File: src/rtl/sigma_pkg.sv
// Shared types and constants for the sigma_16p serial output path.
// Holds the byte-level FSM state type, the data widths and the frame byte mapping.
package sigma_pkg;

    typedef enum logic [1:0] {
        IDLE  = 2'd0,
        START = 2'd1,
        DATA  = 2'd2,
        STOP  = 2'd3
    } tx_state_t;

    localparam int SUM_W       = 12;
    localparam int BYTE_W      = 8;
    localparam int FRAME_BYTES = 2;

    localparam logic [3:0] HDR_DEFAULT = 4'hA;

    // Byte 0 carries the header and the top nibble (sign included), byte 1 the low byte.
    function automatic logic [BYTE_W-1:0] frame_byte(
        input logic [3:0]       hdr,
        input logic [SUM_W-1:0] sum,
        input logic             sel
    );
        frame_byte = sel ? sum[BYTE_W-1:0] : {hdr, sum[SUM_W-1:BYTE_W]};
    endfunction

endpackage

File: src/rtl/uart_byte_tx.sv
// Single-byte UART 8N1 serialiser: baud counter plus START/DATA/STOP sequencing.
// A start request during the last STOP cycle chains the next byte with no idle bit.
module uart_byte_tx
    import sigma_pkg::*;
#(
    parameter int CLK_DIV = 16
) (
    input  logic              clk,
    input  logic              res,
    input  logic              start,
    input  logic [BYTE_W-1:0] byte_in,
    output logic              tx,
    output logic              idle,
    output logic              done
);

    localparam int              CNT_W     = $clog2(CLK_DIV);
    localparam logic [CNT_W-1:0] BAUD_LAST = CNT_W'(CLK_DIV - 1);

    tx_state_t         state_reg, state_next;
    logic [CNT_W-1:0]  baud_reg, baud_next;
    logic [2:0]        bit_reg, bit_next;
    logic [BYTE_W-1:0] shift_reg, shift_next;
    logic              last_tick;

    assign last_tick = (baud_reg == BAUD_LAST);

    always_ff @(posedge clk or negedge res) begin
        if (!res) begin
            state_reg <= IDLE;
            baud_reg  <= '0;
            bit_reg   <= '0;
            shift_reg <= '0;
        end else begin
            state_reg <= state_next;
            baud_reg  <= baud_next;
            bit_reg   <= bit_next;
            shift_reg <= shift_next;
        end
    end

    always_comb begin
        state_next = state_reg;
        baud_next  = last_tick ? '0 : baud_reg + 1'b1;
        bit_next   = bit_reg;
        shift_next = shift_reg;
        case (state_reg)
            IDLE: begin
                baud_next = '0;
                if (start) begin
                    state_next = START;
                    shift_next = byte_in;
                end
            end
            START: begin
                if (last_tick) begin
                    state_next = DATA;
                    bit_next   = '0;
                end
            end
            DATA: begin
                if (last_tick) begin
                    shift_next = shift_reg >> 1;
                    if (bit_reg == 3'd7) begin
                        state_next = STOP;
                    end else begin
                        bit_next = bit_reg + 1'b1;
                    end
                end
            end
            STOP: begin
                if (last_tick) begin
                    if (start) begin
                        state_next = START;
                        shift_next = byte_in;
                    end else begin
                        state_next = IDLE;
                    end
                end
            end
            default: state_next = IDLE;
        endcase
    end

    always_comb begin
        tx = 1'b1;
        case (state_reg)
            START:   tx = 1'b0;
            DATA:    tx = shift_reg[0];
            default: tx = 1'b1;
        endcase
    end

    assign idle = (state_reg == IDLE);
    assign done = (state_reg == STOP) && last_tick;

endmodule

File: src/rtl/sigma_uart_tx.sv
// Sends each captured 12-bit accumulator sum as two UART bytes on tx.
// A one-entry holding register absorbs a sum arriving mid-frame; further arrivals raise ovf.
module sigma_uart_tx
    import sigma_pkg::*;
#(
    parameter int         CLK_DIV = 16,
    parameter logic [3:0] HDR     = HDR_DEFAULT
) (
    input  logic             clk,
    input  logic             res,
    input  logic [SUM_W-1:0] data_in,
    input  logic             syn_in,
    output logic             tx,
    output logic             busy,
    output logic             ovf
);

    localparam logic LAST_BYTE = 1'(FRAME_BYTES - 1);

    logic             hold_full_reg, hold_full_next;
    logic [SUM_W-1:0] hold_data_reg, hold_data_next;
    logic [SUM_W-1:0] sum_reg, sum_next;
    logic             bsel_reg, bsel_next;
    logic             ovf_reg, ovf_next;

    logic              byte_idle, byte_done, byte_start;
    logic [BYTE_W-1:0] byte_data;
    logic              frame_end, start_frame;
    logic [SUM_W-1:0]  new_sum;

    uart_byte_tx #(
        .CLK_DIV (CLK_DIV)
    ) u_byte_tx (
        .clk     (clk),
        .res     (res),
        .start   (byte_start),
        .byte_in (byte_data),
        .tx      (tx),
        .idle    (byte_idle),
        .done    (byte_done)
    );

    always_ff @(posedge clk or negedge res) begin
        if (!res) begin
            hold_full_reg <= 1'b0;
            hold_data_reg <= '0;
            sum_reg       <= '0;
            bsel_reg      <= 1'b0;
            ovf_reg       <= 1'b0;
        end else begin
            hold_full_reg <= hold_full_next;
            hold_data_reg <= hold_data_next;
            sum_reg       <= sum_next;
            bsel_reg      <= bsel_next;
            ovf_reg       <= ovf_next;
        end
    end

    // A new frame may begin from idle or in the very last cycle of the previous frame;
    // the held sum always has priority over a fresh strobe.
    always_comb begin
        frame_end   = byte_done && (bsel_reg == LAST_BYTE);
        start_frame = (byte_idle || frame_end) && (syn_in || hold_full_reg);
        new_sum     = hold_full_reg ? hold_data_reg : data_in;
        byte_start  = start_frame || (byte_done && !frame_end);
        byte_data   = start_frame ? frame_byte(HDR, new_sum, 1'b0)
                                  : frame_byte(HDR, sum_reg, 1'b1);

        sum_next       = start_frame ? new_sum : sum_reg;
        bsel_next      = bsel_reg;
        hold_full_next = hold_full_reg;
        hold_data_next = hold_data_reg;
        ovf_next       = syn_in && hold_full_reg;

        if (start_frame || frame_end) begin
            bsel_next = 1'b0;
        end else if (byte_done) begin
            bsel_next = 1'b1;
        end

        if (start_frame && hold_full_reg) begin
            hold_full_next = 1'b0;
        end else if (syn_in && !hold_full_reg && !start_frame) begin
            hold_full_next = 1'b1;
            hold_data_next = data_in;
        end
    end

    assign busy = !byte_idle || hold_full_reg;
    assign ovf  = ovf_reg;

endmodule

File: config.mk
export PLATFORM = sky130hd
export DESIGN_NAME = sigma_uart_tx
export DESIGN_NICKNAME = d
export VERILOG_FILES = /design/src/rtl/sigma_pkg.sv /design/src/rtl/uart_byte_tx.sv /design/src/rtl/sigma_uart_tx.sv
export SDC_FILE = /design/constraint.sdc
export NUM_CORES = 1
export LEC_CHECK = 0
export ABC_AREA = 1
export CAP_MARGIN = 20
export CORE_MARGIN = 2
export CORE_UTILIZATION = 56
export DETAILED_ROUTE_END_ITERATION = 12
export PLACE_DENSITY_LB_ADDON = 0.1
export SYNTH_ARGS = -nofsm -noshare
export SYNTH_HDL_FRONTEND = slang
export SYNTH_SLANG_ARGS = --single-unit
export TNS_END_PERCENT = 50
File: constraint.sdc
create_clock -name clk -period 1.9 [get_ports clk]
set_input_delay 0.475 -clock clk [delete_from_list [all_inputs] [get_ports clk]]
set_output_delay 0.475 -clock clk [all_outputs]
set_load 0.005 [all_outputs]
==> results of run 1 <==
[metal layers]
| layer | vias to the layer above | GRT usage [%] |
|---|---|---|
| li1 | 845 | - |
| met1 | 729 | 29.8 |
| met2 | 34 | 33.2 |
| met3 | 5 | 5.81 |
| met4 | 0 | 7.34 |
| met5 | - | 0 |
[cell usage after synthesis, drive strengths merged]
cell    number  area, um2
a21boi       2       15.0
a21oi        5       25.0
a32o         2       20.0
buf          6       61.3
clkbuf       3       21.3
clkinv       1       3.75
dfrtp       40       1000
ha           7       87.6
inv         28        105
nand2       77        304
nand3       18       95.1
nor2        10       45.0
o211ai       1       7.51
o21a         1       7.51
o21ai       37        185
or2          3       18.8
[path summary, 6_finish.rpt]
path,startpoint,end,slack [ps],cells past startpoint
worst max-delay path,u_byte_tx.state_reg[0],busy,-20,5
worst min-delay path,res,u_byte_tx.shift_reg[6],170,2
worst max register to register,u_byte_tx.state_reg[0],u_byte_tx.shift_reg[3],100,11
worst min register to register,u_byte_tx.shift_reg[2],u_byte_tx.shift_reg[2],490,2
max in group asynchronous,res,sum_reg[6],1390,2
min in group clk,u_byte_tx.shift_reg[2],u_byte_tx.shift_reg[2],490,2
[worst max-delay path: stages, from the launching register on]
cell and delay (ps):
dfrtp_1 410, inv_1 90, buf_4 130, ha_4 160
nand2_1 50, dlygate4sd2_1 250
[kinds of logic after synthesis]
kind of cell	count (synthesis)	share of synthesized area (%)
simple gates	108	23.1
flops	40	50.0
fa+ha+maj	7	4.37
buf+inv	38	9.56
compound gates	48	13.0
[timing repair]
| item | 4_1_cts | 5_1_grt |
|---|---|---|
| buffers inserted | 2 | 4 |
| setup endpoints to repair | 2 | 16 |
| endpoints found under the hold margin | 0 | 0 |
| pin swaps | 0 | 5 |
| gates resized for setup | 4 | 12 |
[area by class of cell]
class | instances | share of cell area (%)
flip-flops and latches | 40 | 41.6
multi-input cells | 163 | 35.0
repair buffers | 40 | 14.6
inverters | 29 | 4.52
well taps | 46 | 2.39
clock buffers | 6 | 1.71
clock inverters | 1 | 0.208
[power breakdown]
part	total [mW]	switching (mW)	leakage (nW)	internal (mW)
combinational	0.0581	0.0277	0.636	0.0304
clock	0.405	0.269	0.0281	0.136
sequential	0.852	0.000363	0.521	0.852
[through the flow]
step | TNS (ps) | hold slack (ps) | area, um2
finish | -21.0 | 168 | 2410
global route | -215 | 203 | 2410
CTS | -151 | 179 | 2350
detailed placement | 0 | 447 | 2280
global placement | 0 | 444 | 2280
floorplan | 0 | 179 | 2000
==> summary.txt, run 1 <==
Power
  – Pwr per Cell Area: between 500 and 600 nW/um2
  – Leakage: 1.19 nW
  – Tot Pwr: 1.32 mW
  – Worst vdd ir: between 0.0005 and 0.0006 V

Run status
  – Status: finished, violations left
  – Failing checks: setup timing

Synthesis
  – Unique cell type count in the Yosys netlist: 26
  – Cell Area, Synth: 2000 um2
  – Synthesized Nets: 263
  – Synth warn: 0
  – Syn Inst Count: 241
  – Syn_area_per_cell: approximately 8.3 um2
  – Register bit total from synthesis: 40
  – Seq/Total Area, Yosys: 50.0%

Final layout
  – Area grow syn2layout: 20.2%
  – FF+latch area: 1000 um2
  – Most common cell after layout, fill and taps aside: nand2_1
  – Fill count: approximately 270
  – Final core utilization: 71.1%
  – Final net count: 301
  – Share of layout cells above drive strength 1: roughly 16%
  – ANT cells: 0
  – Layout Cells excl Fill: about 330
  – Largest register FFs: 12
  – Most frequent cells in the layout: nand2_1 (72), dfrtp_1 (40), o21ai_0 (34)
  – Area of the multi-input gates: 843 um2

Clock tree
  – CTS HTree Levels: 2
  – Clock transition at path regs: 110 ps
  – Root buffer cell: clkbuf_4
  – Clk sink count: 40
  – CTS tree: yes
  – Num CTS Buffers: 5
  – Bufs on Longest Clock Path: 2
  – Clock Latency Late Sink: between 300 and 400 ps
  – Cts hold-fix bufs: 0

Drt
  – Met2 wire len: between 1500 and 2000 um
  – TritonRoute pass-1 iters: 4
  – Drt drc: 0
  – Routed wire per std cell: 12.0 um
  – Met1 WL: around 1900 um
  – Met3 wire len: 147 um
  – Final WL: between 3000 and 4000 um
  – 1st-iter DRT viols: 65
  – Via density: between 4 and 5
  – Detail Route Antenna Nets: 0
  – Vias: 1613
  – Max Used Layer: met4

Floorplan
  – Initial Utilization: between 50% and 60%
  – Die X: 63.8 um
  – Std-Cell Rows: 21
  – Die Ht: 63.8 um
  – Die area: approximately 4000 um2
  – Top-level I/O count: 18
  – Total core area: around 3400 um2

GRT
  – Largest net degree at the start of global routing: 41
  – Tot GR Track Use: a little over a fifth
  – Initial antenna violation count: 0
  – Vias in the first global route: 1523
  – Overflow after GRT: 0
  – First-pass GRT wire length: 6790 um

STA
  – Min Clock Period, post-route: 1920 ps
  – Max Clock Skew: 3.79 ps
  – # setup viols final: 1
  – Final worst setup slack: -21.0 ps
  – Period utilisation layout: 101%
  – Max transition margin: between 60% and 70%
  – Slew @ Worst Pin: 499 ps
  – Max Fclk: 0.521 GHz
  – Final hold violations: 0
  – RSZ-0062 raised after global routing: true
  – Max-slew violations: 0

Critical path
  – Required time of the critical path: between 1000 and 1500 ps
  – CP endpoint kind: output pin
  – Crit start category: flip-flop
  – Crit path kind: reg -> out
  – Crit-path max FO: 4
  – Worst path arrival time: 1450 ps

Place
  – DP HPWL: 2690 um
  – Count of input and output buffers: 17
  – Place WS: between 4 and 5 ps
  – Routability congestion estimate: 0.803
  – Dpl cells: 312

Min path
  – Min-Delay Path Class: in -> async

Flow run
  – Max cap viols: 0
(Power assumes the default switching activity.)
==> run 2: changes to the inputs <==
- PLACE_DENSITY: default -> 0.78
- PLACE_DENSITY_LB_ADDON: 0.1 -> default
==> run 2 against run 1 <==
Effect of this change:
- the run still ends with setup timing left
- fmax shrank 0.50%
- clock skew grew 8.8 ps
- clock power grew 2%
- hold slack lost 7.4 ps
- sequential share of layout area shrank 0.30 points
- critical path depth is the same
- sequential power is essentially flat
- worst setup slack lost 9.7 ps
- via count shrank 1.3%
- total power grew 0.64%
- non-clock buffer count shrank 2
- highest routed layer unchanged
==> summary.txt, run 2 (same netlist as run 1, synthesis figures left out) <==
Critical path
  – Crit start category: flip-flop (unchanged)
  – Crit path kind: reg -> out (unchanged)
  – Slowest stage delay, CP: 420 ps (was 410 ps)
  – CP Cell Sequence: buf_6, ha_4, or2_4, nand2_2, buf_2 (was inv_1, buf_4, ha_4, nand2_1, dlygate4sd2_1)
  – CP endpoint kind: output pin (unchanged)
  – Worst reg2reg startpoint: u_byte_tx.state_reg[0] (unchanged)
  – Required time of the critical path: 1420 ps (about the same)
  – Crit-path max FO: 2 (was 4)
  – Worst Reg-to-Reg Cells: 11 (unchanged)
  – RR Endpoint: u_byte_tx.shift_reg[1] (was u_byte_tx.shift_reg[3])
  – Flop-to-flop setup slack: 50 ps (was 100 ps)
  – CP max stage cell: dfrtp_1 (unchanged)
  – Worst path arrival time: 1460 ps (was 1450 ps)

STA
  – Max Clock Skew: 12.6 ps (was 3.79 ps)
  – Period utilisation layout: 102% (was 101%)
  – # setup viols final: 2 (was 1)
  – Final worst setup slack: -30.8 ps (was -21.0 ps)
  – RSZ-0062 raised after global routing: true (unchanged)
  – Slew @ Worst Pin: 514 ps (was 499 ps)
  – Max Fclk: 0.518 GHz (was 0.521 GHz)
  – Max-slew violations: 0 (unchanged)
  – Fin Setup TNS: -46.2 ps (was -21.0 ps)
  – Min Clock Period, post-route: 1930 ps (was 1920 ps)
  – Max transition margin: 65.7% (was 66.7%)
  – Final hold violations: 0 (unchanged)

Floorplan
  – Std-Cell Rows: 21 (unchanged)
  – Die X: 63.8 um (unchanged)
  – Top-level I/O count: 18 (unchanged)
  – Die Ht: 63.8 um (unchanged)
  – Die area: 4070 um2 (unchanged)
  – Total core area: 3390 um2 (unchanged)
  – Initial Utilization: 59.1% (unchanged)

Clock tree
  – Cts hold-fix bufs: 0 (unchanged)
  – Clock transition at path regs: 110 ps (about the same)
  – Clk sink count: 40 (unchanged)
  – Bufs on Longest Clock Path: 2 (unchanged)
  – Root buffer cell: clkbuf_4 (unchanged)
  – Num CTS Buffers: 5 (unchanged)
  – CTS tree: yes (unchanged)
  – CTS HTree Levels: 2 (unchanged)
  – Clock Latency Late Sink: 360 ps (was 350 ps)

Final layout
  – Largest register FFs: 12 (unchanged)
  – Fill count: 260 (was 272)
  – ANT cells: 0 (unchanged)
  – Share of layout cells above drive strength 1: 17.3% (was 16.1%)
  – Most common cell after layout, fill and taps aside: nand2_1 (unchanged)
  – Final net count: 299 (was 301)
  – Most frequent cells in the layout: nand2_1 (71), dfrtp_1 (40), o21ai_0 (35) (was nand2_1 (72), dfrtp_1 (40), o21ai_0 (34))
  – Area grow syn2layout: 21.1% (was 20.2%)

Power
  – Worst vdd ir: 0.000421 V (was 0.000506 V)
  – Pwr per Cell Area: 546 nW/um2 (about the same)
  – Tot Pwr: 1.32 mW (about the same)
  – Leakage: 1.18 nW (was 1.19 nW)

Drt
  – Routed wire per std cell: 11.9 um (was 12.0 um)
  – Drt drc: 0 (unchanged)
  – 1st-iter DRT viols: 90 (was 65)
  – Via density: 4.93 (was 4.96)
  – Vias: 1592 (was 1613)
  – Detail Route Antenna Nets: 0 (unchanged)
  – Final WL: 3840 um (was 3900 um)
  – TritonRoute pass-1 iters: 4 (unchanged)

GRT
  – Largest net degree at the start of global routing: 41 (unchanged)
  – Vias in the first global route: 1496 (was 1523)
  – Overflow after GRT: 0 (unchanged)
  – Initial antenna violation count: 0 (unchanged)
  – Tot GR Track Use: 21.5% (was 21.7%)
  – First-pass GRT wire length: 6770 um (was 6790 um)

Flow run
  – Max cap viols: 0 (unchanged)

Min path
  – Min-Delay Path Class: in -> async (unchanged)

Run status
  – Status: finished, violations left (unchanged)
  – Failing checks: setup timing (unchanged)

Place
  – DP HPWL: 2620 um (was 2690 um)
  – Routability congestion estimate: 0.831 (was 0.803)
  – Count of input and output buffers: 17 (unchanged)
==> run 2: cell count changes in the layout (fill, tap and decap cells not counted), moves of 2 or more <==
cell	before	now
buf_2	1	3
buf_4	20	16
nor2_1	9	7
ha_2	2	0
o21ai_1	3	1
==> run 2: cell type report <==
type / count / area (um2) / share of cell area, %
Sequential cell: 40 / 1000 / 41.3
Clock inverter: 1 / 5.00 / 0.206
Timing Repair Buffer: 38 / 338 / 13.9
Tap cell: 46 / 57.6 / 2.37
Multi-Input combinational cell: 163 / 875 / 36.0
Inverter: 29 / 109 / 4.49
Clock buffer: 6 / 41.3 / 1.70
==> run 2: routing by layer <==
| layer | part of all wire, % | global-route usage [%] |
|---|---|---|
| met1 | 48 | 28.0 |
| met2 | 47 | 34.5 |
| met3 | 3.0 | 5.28 |
| met4 | 1.4 | 8.15 |
| met5 | 0 | 0 |
==> run 2: repair_timing <==
| item | 4_1_cts | 5_1_grt |
|---|---|---|
| setup buffers | 3 | 4 |
| gates resized for setup | 9 | 14 |
| pin swaps | 0 | 7 |
| gates cloned | 0 | 1 |
| setup endpoints to repair | 2 | 25 |
==> run 2: worst max-delay path by stage <==
stage | startpoint | to | slack (ps)
floorplan | u_byte_tx.state_reg[0] | u_byte_tx.shift_reg[0] | 200
global placement | u_byte_tx.state_reg[1] | tx | 30
global route | u_byte_tx.state_reg[1] | tx | -80
finish | u_byte_tx.state_reg[0] | tx | -30
detailed placement | u_byte_tx.state_reg[1] | tx | 1
CTS | u_byte_tx.state_reg[0] | tx | -30
==> run 2: critical path: cells and delay by family (launching register included) <==
family        cells  cell delay, ps
flops             1             420
simple gates      2             310
fa+ha+maj         1             150
buf+inv           2             230
==> run 2: metrics by stage <==
stage	area [um2]	hold slack (ps)	util, %	worst slack, ps	instances
final	2430	161	71.6	-30.8	323
after global routing	2430	206	71.6	-75.8	323
after CTS	2350	175	69.4	-34.5	320
after detailed placement	2270	462	66.9	1.04	310
after global placement	2270	443	66.9	32.3	310
after floorplan	2000	179	-	196	241
==> run 2: report_power, final <==
part	switching [mW]	internal [mW]	total [mW]
Clock	0.278	0.137	0.414
Combinational	0.0270	0.0304	0.0574
Sequential	0.000229	0.852	0.852
